`src/rtl/demux16_reg.sv`:
```
// 1-to-16 registered write demultiplexer: one word per cycle lands in a channel
// register chosen explicitly or by an auto-incrementing pointer, with per-channel written flags.
module demux16_reg #(
  parameter int demux16_N = 5
) (
  input  logic                 clk,
  input  logic                 rst,
  input  logic                 wr_ena,
  input  logic [3:0]           wr_sel,
  input  logic [demux16_N-1:0] wr_data,
  input  logic                 auto_inc,
  input  logic                 clr,
  output logic [demux16_N-1:0] out00,
  output logic [demux16_N-1:0] out01,
  output logic [demux16_N-1:0] out02,
  output logic [demux16_N-1:0] out03,
  output logic [demux16_N-1:0] out04,
  output logic [demux16_N-1:0] out05,
  output logic [demux16_N-1:0] out06,
  output logic [demux16_N-1:0] out07,
  output logic [demux16_N-1:0] out08,
  output logic [demux16_N-1:0] out09,
  output logic [demux16_N-1:0] out10,
  output logic [demux16_N-1:0] out11,
  output logic [demux16_N-1:0] out12,
  output logic [demux16_N-1:0] out13,
  output logic [demux16_N-1:0] out14,
  output logic [demux16_N-1:0] out15,
  output logic [15:0]          written,
  output logic                 all_written,
  output logic [3:0]           next_sel
);

  logic [demux16_N-1:0] chan [16];
  logic [15:0]          written_q;
  logic [3:0]           ptr_q;
  logic [3:0]           target;
  logic [15:0]          target_onehot;

  assign target        = auto_inc ? ptr_q : wr_sel;
  assign target_onehot = 16'h0001 << target;

  // Both write modes leave the pointer just past the channel that was written.
  always_ff @(posedge clk) begin
    if (rst) begin
      for (int i = 0; i < 16; i++) chan[i] <= '0;
      written_q <= '0;
      ptr_q     <= '0;
    end else if (wr_ena) begin
      chan[target] <= wr_data;
      ptr_q        <= target + 4'd1;
      if (clr) written_q <= target_onehot;
      else     written_q <= written_q | target_onehot;
    end else if (clr) begin
      written_q <= '0;
    end
  end

  assign written     = written_q;
  assign all_written = (written_q == 16'hFFFF);
  assign next_sel    = ptr_q;

  assign out00 = chan[0];
  assign out01 = chan[1];
  assign out02 = chan[2];
  assign out03 = chan[3];
  assign out04 = chan[4];
  assign out05 = chan[5];
  assign out06 = chan[6];
  assign out07 = chan[7];
  assign out08 = chan[8];
  assign out09 = chan[9];
  assign out10 = chan[10];
  assign out11 = chan[11];
  assign out12 = chan[12];
  assign out13 = chan[13];
  assign out14 = chan[14];
  assign out15 = chan[15];

endmodule

```
`config.mk`:
```
export PLATFORM = sky130hd
export DESIGN_NAME = demux16_reg
export DESIGN_NICKNAME = d
export VERILOG_FILES = /design/src/rtl/demux16_reg.sv
export SDC_FILE = /design/constraint.sdc
export NUM_CORES = 1
export LEC_CHECK = 0
export ABC_AREA = 1
export CAP_MARGIN = 20
export CORE_MARGIN = 2
export CORE_UTILIZATION = 45
export DETAILED_ROUTE_END_ITERATION = 8
export MAX_ROUTING_LAYER = met4
export PLACE_DENSITY = 0.77
export SYNTH_ARGS = -nofsm -noshare
export SYNTH_HDL_FRONTEND = slang
export SYNTH_SLANG_ARGS = --single-unit
```
`constraint.sdc`:
```
create_clock -name clk -period 4.8 [get_ports clk]
set_clock_uncertainty 0.05 [all_clocks]
set_input_delay 1.2 -clock clk [delete_from_list [all_inputs] [get_ports clk]]
set_output_delay 1.2 -clock clk [all_outputs]
set_load 0.02 [all_outputs]
```
==> metrics.yaml <==
setup_path:
  start_kind: "flip-flop"
  worstPathArrival_ps: 1960
  cpMaxStageDelayCell: "clkdlybuf4s50_1"
  crit_family: "buffers and inverters"
  crit_path_cell_trace: "nand4_1, nor4_1, clkdlybuf4s50_1"
  cp_slowest_stage_delay_ps: 680
  worstPathRequired_ps: 3550
  cp-end-kind: "primary output"
  critPathBufInv: 1
  crit_fanout: 3
  path_class: "flip-flop to primary output"
layout:
  antennaDiodeCount: 0
  area_growth_pct: 37.3
  fin_cells: 548
  num-nets-final: 457
  drive_above_1_share_pct: 6.09
routing:
  drt_iter0_drc: 110
  routedWlPerCell_um: 16.3
  drt-total-wl_um: 8940
  vias: 2723
  firstDrtPassIters: 4
  route.detailed.drc: 0
  ant_nets: 0
  vias_per_cell: 4.97
floorplanning:
  core_area_um2: 8180
  dieArea_um2: 9130
  rows: 33
  ios: 115
  dieWidth_um: 95.6
  start_util_pct: 46.2
  die_h_um: 95.6
cts:
  numCtsBuffers: 9
  post_cts_buffers: 0
  clock_latency_ps: 350
  post_cts_resized: 0
  cts_tree: "built"
  clock-root-buffer: "clkbuf_8"
  clockBufferDepth: 2
  hold_buffers: 0
  clk_pin_slew_ps: 90
  clkSinkCount: 100
  htreeDepth: 3
placed_design:
  portBuffers: 114
  routabilityCongestion: 0.840
  hpwl_um: 6440
  place_inst: 532
synth:
  yosys_warnings: 0
  synthDistinctLibCells: 19
  synth_area_per_cell_um2: 11.7
  postSynthCellCount: 322
  netlist_area_um2: 3770
  syn_nets: 341
  seq_area_frac_synth_pct: 74.3
  ys_seq_elements: 100
sta:
  worst_slew_margin_rel_pct: 54.1
  tightest_slew_ps: 688
  fin_crit_sh_pct: 66.9
  fin_crit_ps: 3210
  maxSlewViolCount: 0
  grt_setup_unrepaired: "false"
  setup_viol: 0
  hold_viol: 0
  tns_ps: 0
  max_freq_ghz: 0.311
global_routing:
  antenna_found_initial: 0
  grt_pass1_vias: 2696
  grt_overflow: 0
  grt_pass1_wl_um: 13600
  gr-usage-all-layers_pct: 20.9
  grt_max_degree: 34
run:
  max-cap-violations: 0
outcome:
  status: "completed"
pwr:
  power_density_nw_per_um2: 319
  ir_worst_vdd_mv: 0.134
  power_leakage_nw: 2.08
min_path:
  hp-class: "flip-flop to flip-flop"
-- cell usage after synthesis --
cell type,instances,area (µm²)
nor2_1,88,330
edfxtp_1,80,2400
nand2_1,58,218
dfxtp_1,20,400
nand3_1,19,95.1
inv_1,17,63.8
clkbuf_1,9,33.8
ha_1,5,62.6
nand4_1,5,31.3
a21oi_1,4,20.0
inv_2,3,11.3
nand2_2,3,18.8
nor2_2,3,18.8
o21ai_0,3,15.0
buf_2,1,5.00
nand3_2,1,10.0
nor2_4,1,11.3
nor2_8,1,20.0
nor4_1,1,6.26
-- power by group --
part / leakage (nW) / switching (W) / internal [W]
clock network: 0.0845 / 0.000281 / 0.000189
logic: 1.01 / 0.000123 / 0.0000791
registers: 0.990 / 0.0000131 / 0.000968
-- final timing paths --
path,startpoint,to,slack (ps),depth (start not counted)
worst max-delay path,written[11]$_SDFFE_PP0P_,all_written,1590,3
worst min-delay path,written[12]$_SDFFE_PP0P_,written[12]$_SDFFE_PP0P_,440,2
worst max register to register,next_sel[0]$_SDFFE_PP0P_,chan[3][0]$_SDFFCE_PN0P_,2950,7
worst min register to register,written[12]$_SDFFE_PP0P_,written[12]$_SDFFE_PP0P_,440,2
-- worst reg2reg max path, delay by kind of cell, from the launching register on --
family                     cells  cell delay [ps]
and+or+nand+nor                5              810
buffers and inverters          1               60
adders and majority gates      1              260
DFF                            1              360
-- sequential cells by signal (all words and copies together) (netlist names) --
name,count
chan,80
next_sel,4
written,16
-- layout make-up --
type | count | area, µm²
inverters | 20 | 75.1
fillers | 654 | 2990
flip-flops and latches | 100 | 2800
repair buffers | 115 | 1150
well taps | 105 | 131
clock buffers | 10 | 128
clock inverters | 6 | 38.8
multi-input cells | 192 | 857
-- per-stage QoR --
stage	area [µm²]	total power, W	worst slack, ps	hold slack, ps	util [%]
after floorplan	3770	0.00110	2250	498	-
after global placement	5010	0.00120	1580	428	61.3
after detailed placement	5010	0.00120	1450	429	61.3
after CTS	5180	0.00166	1600	447	63.4
after global routing	5180	0.00171	1550	464	63.4
final	5180	0.00165	1590	441	63.4
-- layer usage --
metal | track usage [%] | part of all wire (%) | vias to the layer above
li1 | - | - | 1306
met1 | 25.7 | 41 | 1286
met2 | 33.0 | 49 | 115
met3 | 5.30 | 7.6 | 16
met4 | 8.81 | 1.9 | 0
met5 | - | 0 | -
-- cells by family (layout without fill, tap and decap cells) --
kind of cell               Yosys count  count (layout)  share of synthesized area (%)
and+or+nand+nor                    180             180                           20.1
DFF                                100             100                           74.3
buffers and inverters               30             151                           3.02
AOI/OAI and AO/OA                    7               7                          0.928
adders and majority gates            5               5                           1.66
-- cell usage in the layout, fill, tap and decap left out --
| cell type | instances |
|---|---|
| a21oi_1 | 4 |
| buf_4 | 1 |
| clkbuf_1 | 1 |
| clkbuf_8 | 9 |
| clkdlybuf4s50_1 | 114 |
| clkinv_1 | 1 |
| clkinv_2 | 2 |
| clkinvlp_4 | 1 |
| dfxtp_1 | 20 |
| edfxtp_1 | 80 |
| ha_1 | 5 |
| inv_1 | 17 |
| inv_2 | 3 |
| inv_6 | 2 |
| nand2_1 | 58 |
| nand2_2 | 3 |
| nand3_1 | 19 |
| nand3_2 | 1 |
| nand4_1 | 5 |
| nor2_1 | 88 |
| nor2_2 | 3 |
| nor2_4 | 1 |
| nor2_8 | 1 |
| nor4_1 | 1 |
| o21ai_0 | 3 |
Power figures use the tool's default switching activity.
